[src/rtl/lcd_bus_responder.sv]
// HD44780-compatible responder for the 8-bit LCD bus.
// Keeps a 2x16 character buffer, busy flag, and display-control bits.
module lcd_bus_responder #(
   parameter int BUSY_CYCLES = 2000,
   parameter int CLR_CYCLES  = 82000
) (
   input  logic       I_CLK,
   input  logic       I_RST,
   input  logic       I_LCD_ON,
   input  logic       I_LCD_EN,
   input  logic       I_LCD_RS,
   input  logic       I_LCD_RWF,
   input  logic [7:0] I_LCD_DATA,
   output logic [7:0] O_LCD_DATA,
   output logic       O_LCD_DATA_OE,
   output logic       O_BUSY,
   output logic       O_DISP_ON,
   output logic       O_CURSOR,
   output logic       O_BLINK,
   output logic       O_WR_VALID,
   output logic [4:0] O_WR_IDX,
   output logic [7:0] O_WR_DATA,
   output logic       O_PROTO_ERR,
   input  logic [4:0] I_RD_IDX,
   output logic [7:0] O_RD_CHAR
);

   localparam int MAXC = (CLR_CYCLES > BUSY_CYCLES) ? CLR_CYCLES : BUSY_CYCLES;
   localparam int CW   = $clog2(MAXC + 1);

   logic [2:0]    en_q;
   logic [1:0]    rs_q;
   logic [1:0]    rwf_q;
   logic [7:0]    d1_q;
   logic [7:0]    d2_q;
   logic [CW-1:0] cnt_q;
   logic [6:0]    ac_q;
   logic          id_q;
   logic [2:0]    dcb_q;
   logic [7:0]    rdat_q;
   logic [7:0]    buf_q [32];

   logic          strobe;
   logic          rise;
   logic          stat_rd;
   logic          accept;
   logic          proto;
   logic          mapped;
   logic [4:0]    map_idx;
   logic [7:0]    ac_char;

   logic [6:0]    ac_d;
   logic          id_d;
   logic [2:0]    dcb_d;
   logic          ld;
   logic [CW-1:0] ld_val;
   logic          wr;
   logic          clr;

   function automatic logic [6:0] ac_step(input logic [6:0] a, input logic inc);
      logic [6:0] r;
      if (inc) begin
         if (a == 7'h27)      r = 7'h40;
         else if (a == 7'h67) r = 7'h00;
         else                 r = a + 7'd1;
      end else begin
         if (a == 7'h00)      r = 7'h67;
         else if (a == 7'h40) r = 7'h27;
         else                 r = a - 7'd1;
      end
      return r;
   endfunction

   assign strobe  = I_LCD_ON & en_q[2] & ~en_q[1];
   assign rise    = en_q[1] & ~en_q[2];
   assign stat_rd = ~rs_q[1] & rwf_q[1];
   assign O_BUSY  = (cnt_q != '0);
   assign accept  = strobe & (~O_BUSY | stat_rd);
   assign proto   = strobe & O_BUSY & ~stat_rd;
   assign mapped  = (ac_q[5:4] == 2'b00);
   assign map_idx = {ac_q[6], ac_q[3:0]};
   assign ac_char = mapped ? buf_q[map_idx] : 8'h20;

   assign O_LCD_DATA_OE = en_q[1] & rwf_q[1] & I_LCD_ON;
   assign O_LCD_DATA    = O_LCD_DATA_OE ? rdat_q : 8'h00;
   assign O_DISP_ON     = dcb_q[2];
   assign O_CURSOR      = dcb_q[1];
   assign O_BLINK       = dcb_q[0];

   // Decode the access taken at the strobe into next-state updates.
   always_comb begin
      ac_d   = ac_q;
      id_d   = id_q;
      dcb_d  = dcb_q;
      ld     = 1'b0;
      ld_val = CW'(BUSY_CYCLES);
      wr     = 1'b0;
      clr    = 1'b0;
      if (accept) begin
         unique case ({rs_q[1], rwf_q[1]})
            2'b00: begin
               unique casez (d2_q)
                  8'b1???????: begin
                     ld   = 1'b1;
                     ac_d = d2_q[6:0];
                  end
                  8'b01??????, 8'b001?????: ld = 1'b1;
                  8'b0001????: begin
                     ld = 1'b1;
                     if (!d2_q[3]) ac_d = ac_step(ac_q, d2_q[2]);
                  end
                  8'b00001???: begin
                     ld    = 1'b1;
                     dcb_d = d2_q[2:0];
                  end
                  8'b000001??: begin
                     ld   = 1'b1;
                     id_d = d2_q[1];
                  end
                  8'b0000001?: begin
                     ld     = 1'b1;
                     ld_val = CW'(CLR_CYCLES);
                     ac_d   = 7'h00;
                  end
                  8'b00000001: begin
                     ld     = 1'b1;
                     ld_val = CW'(CLR_CYCLES);
                     ac_d   = 7'h00;
                     id_d   = 1'b1;
                     clr    = 1'b1;
                  end
                  default: ;
               endcase
            end
            2'b10: begin
               ld   = 1'b1;
               wr   = mapped;
               ac_d = ac_step(ac_q, id_q);
            end
            2'b11: begin
               ld   = 1'b1;
               ac_d = ac_step(ac_q, id_q);
            end
            default: ;
         endcase
      end
   end

   // Bus synchronizer, controller state, character buffer and output pulses.
   always_ff @(posedge I_CLK) begin
      if (I_RST) begin
         en_q        <= '0;
         rs_q        <= '0;
         rwf_q       <= '0;
         d1_q        <= '0;
         d2_q        <= '0;
         cnt_q       <= '0;
         ac_q        <= '0;
         id_q        <= 1'b1;
         dcb_q       <= '0;
         rdat_q      <= '0;
         O_WR_VALID  <= 1'b0;
         O_WR_IDX    <= '0;
         O_WR_DATA   <= '0;
         O_PROTO_ERR <= 1'b0;
         O_RD_CHAR   <= '0;
         for (int i = 0; i < 32; i++) buf_q[i] <= 8'h20;
      end else begin
         en_q        <= {en_q[1:0], I_LCD_EN};
         rs_q        <= {rs_q[0], I_LCD_RS};
         rwf_q       <= {rwf_q[0], I_LCD_RWF};
         d1_q        <= I_LCD_DATA;
         d2_q        <= d1_q;
         ac_q        <= ac_d;
         id_q        <= id_d;
         dcb_q       <= dcb_d;
         O_WR_VALID  <= wr;
         O_PROTO_ERR <= proto;
         O_RD_CHAR   <= buf_q[I_RD_IDX];
         if (ld)
            cnt_q <= ld_val;
         else if (O_BUSY && I_LCD_ON)
            cnt_q <= cnt_q - 1'b1;
         if (rise)
            rdat_q <= rs_q[1] ? ac_char : {O_BUSY, ac_q};
         if (wr) begin
            O_WR_IDX  <= map_idx;
            O_WR_DATA <= d2_q;
         end
         if (clr)
            for (int i = 0; i < 32; i++) buf_q[i] <= 8'h20;
         else if (wr)
            buf_q[map_idx] <= d2_q;
      end
   end

endmodule

[config.mk]
export PLATFORM = sky130hd
export DESIGN_NAME = lcd_bus_responder
export DESIGN_NICKNAME = d
export VERILOG_FILES = /design/src/rtl/lcd_bus_responder.sv
export SDC_FILE = /design/constraint.sdc
export NUM_CORES = 1
export LEC_CHECK = 0
export BUFFER_PORTS_ARGS = -buffer_cell sky130_fd_sc_hd__buf_4
export CAP_MARGIN = 15
export CORE_UTILIZATION = 55
export CTS_CLUSTER_DIAMETER = 120
export DETAILED_ROUTE_END_ITERATION = 12
export HOLD_SLACK_MARGIN = 0.06
export PLACE_DENSITY = 0.74
export SYNTH_ARGS = -nofsm -noshare
export SYNTH_HDL_FRONTEND = slang
export SYNTH_SLANG_ARGS = --single-unit
export TNS_END_PERCENT = 1
[constraint.sdc]
create_clock -name I_CLK -period 3.4 [get_ports I_CLK]
set_clock_uncertainty 0.05 [all_clocks]
set_input_delay 0.68 -clock I_CLK [delete_from_list [all_inputs] [get_ports I_CLK]]
set_output_delay 0.68 -clock I_CLK [all_outputs]
set_load 0.01 [all_outputs]
==> reports/results.tsv <==
metric	value	unit
unrepaired setup endpoints after global routing	no	
Synth area leaders	edfxtp_1, mux4_2, dfxtp_1, nor2_1, nand2_1	
H-tree depth	2	
sequential share of the synthesized area	0.5316	
worst r2r dst	buf_q[16][2]$_SDFFCE_PN0P_	
Synthesized Nets	1447	
vias in the first global route	12280	
Reg2Reg Depth	8	
asr flop ratio synth	0	
first-pass GRT wire length	75.19	mm
post-synth top area cell	edfxtp_1	
status	complete, no violations	
TritonCTS Buffers	36	
Clk Latency, worst-skew pair	0.52	ns
max-slew violation count	0	
Root Driver	clkbuf_16	
Multi-input gate area	7636	um2
Core ar.	31640	um2
Crit Path Max Fanout	21	
arrival time at the worst endpoint	3.29	ns
IO buf count	54	
full die area	32970	um2
# DRC	0	
FF+latch count, synth	343	
max_slew headroom	0.2759	
Max IR drop VDD	0.0006293	V
largest net degree at the start of global routing	64	
DP Wirelength	34.50	mm
Antenna diodes	0	
GP Congestion	0.9180	
die extent in y	181.6	um
yosys warns	0	
most frequent cells in the layout	nor2_1, edfxtp_1, mux4_2	
setup bufs post-CTS	0	
initial core utilization	0.5606	
Top FF cell, synth	edfxtp_1	
Final setup viols	0	
synthesized cell area	17740	um2
Worst Setup Start Kind	register	
Fin Setup TNS	0	ns
Post-Synth XOR/XNOR Area	0.003951	
top cell type's share of synthesized area	0.4334	
number of enable flip-flop cells after synthesis	256	
leading cell type in the layout, fill and taps excluded	nor2_1	
vias per inst	6.739	
Iteration-0 DRC Markers	1728	
largest family of logic cells by synthesized area	multiplexers	
WL final	50.05	mm
layout cells sized above 1	0.2400	
Final #Nets	1498	
clk buf depth	3	
DRT Pass-1 Iters	6	
hold crit path type	input port to register	
post-layout minimum cycle time	3.109	ns
gr ovfl total	0	
Setup crit end kind	register	
PostCTS Resize Cnt	0	
period utilization	0.9144	
Hold Crit Start	I_LCD_EN	
leak pwr	6.364	nW
WL per Instance	26.37	um
Rows	65	
Hold Path Cell Cnt	2	
GR Util All Layers	0.3090	
IO Pins	55	
Synth-to-Final Area Change	12.01	%
clk slew on worst S/H paths	0.06	ns
r2r setup slk	0.29	ns
clk sink count	343	
antenna-violating nets left	0	
post-layout util	0.6280	
Die Span X	181.6	um
FF+latch area	9434	um2
fillcell total	2348	
mux cell area share after synthesis	0.1951	
Worst-Margin Slew	1.079	ns
worst reg2reg startpoint	cnt_q[0]$_SDFFE_PP0P_	
Synth Area in Compound Gates	0.07097	
Avg Synthesized Cell Area	12.48	um2
Design Power	10.77	mW
pwr dens	542.2	nW/um2
max-cap viol count	0	
worst setup path endpoint	buf_q[16][2]$_SDFFCE_PN0P_	
critical path type	register to register	
Max Clock Freq	321.7	MHz
adder-cell area share of the yosys netlist	0.004938	
Crit path required time	3.58	ns
hold_buf cts	0	
Netlist cell types	72	
synthesized instance count	1421	
initial antenna violation count	0	
Final Hold Fails	0	
vias after detailed routing	12790	
Synth Area in Simple Gates	0.1552	
CTS tree	yes	
worst setup path start	cnt_q[0]$_SDFFE_PP0P_	
-- stage by stage --
stage | cell area (um2) | hold WS, ns | setup WS, ns | std cells
floorplan | 17740 | 0.3638 | 0.6458 | 1421
global placement | 18680 | 0.3674 | 0.2354 | 1833
detailed placement | 18690 | 0.3712 | 0.2065 | 1834
CTS | 19850 | 0.3125 | 0.2341 | 1896
global route | 19870 | 0.3228 | 0.1840 | 1898
finish | 19870 | 0.3236 | 0.2912 | 1898
-- worst max-delay path, cell delays in order, from the launching register on --
cell,delay (ns)
dfxtp_1,0.32
inv_1,0.09
ha_1,0.17
or4b_4,0.50
nor4_4,0.28
buf_12,0.21
nand3_4,0.14
o21ai_0,0.77
buf_4,0.29
-- cell families after synthesis --
logic type,count (synthesis)
xor+xnor,8
simple gates,572
buf+inv,130
compound gates,197
flops,343
mux,164
fa+ha+maj,7
-- cells in the mapped netlist (11+ instances only) --
| library cell | number |
|---|---|
| buf_6 | 18 |
| nand3_1 | 30 |
| buf_2 | 21 |
| dfxtp_1 | 87 |
| and2_1 | 11 |
| mux2i_1 | 15 |
| inv_1 | 11 |
| nor2b_1 | 30 |
| edfxtp_1 | 256 |
| o21ai_0 | 42 |
| clkbuf_1 | 63 |
| o21ai_1 | 13 |
| nand2_1 | 119 |
| nor2_1 | 279 |
| o22ai_1 | 17 |
| mux4_2 | 145 |
| nor3_1 | 21 |
| a21oi_1 | 42 |
-- final cells by class --
class,instances,area share
clock buffers,46,0.04938
clock inverters,16,0.009384
inverters,12,0.002267
multi-input cells,948,0.3844
flip-flops and latches,343,0.4749
well taps,402,0.02532
repair buffers,131,0.05441
-- worst min-delay path by stage --
| stage | end |
|---|---|
| final | en_q[0]$_SDFF_PP0_ |
| after global routing | rwf_q[0]$_SDFF_PP0_ |
| after CTS | rs_q[0]$_SDFF_PP0_ |
| after detailed placement | d2_q[0]$_SDFF_PP0_ |
| after global placement | rs_q[1]$_SDFF_PP0_ |
| after floorplan | d2_q[0]$_SDFF_PP0_ |
-- registers in the layout (all words and copies together), names as in the netlist, 5 cells and up, named ones only --
register / cells
O_RD_CHAR: 8
O_WR_DATA: 8
O_WR_IDX: 5
ac_q: 7
buf_q: 256
cnt_q: 17
d1_q: 8
d2_q: 8
rdat_q: 8
-- report_power, final --
group          internal [mW]  switching, mW
Combinational          0.759           1.18
Clock                   2.35           1.60
Sequential              4.69          0.198
-- per-layer routing --
layer	GRT usage	share of wire	vias up
li1	-	-	5494
met1	0.4156	0.37	6242
met2	0.4882	0.47	923
met3	0.08303	0.13	132
met4	0.1064	0.035	0
met5	0	0	-
(Power assumes the default switching activity.)
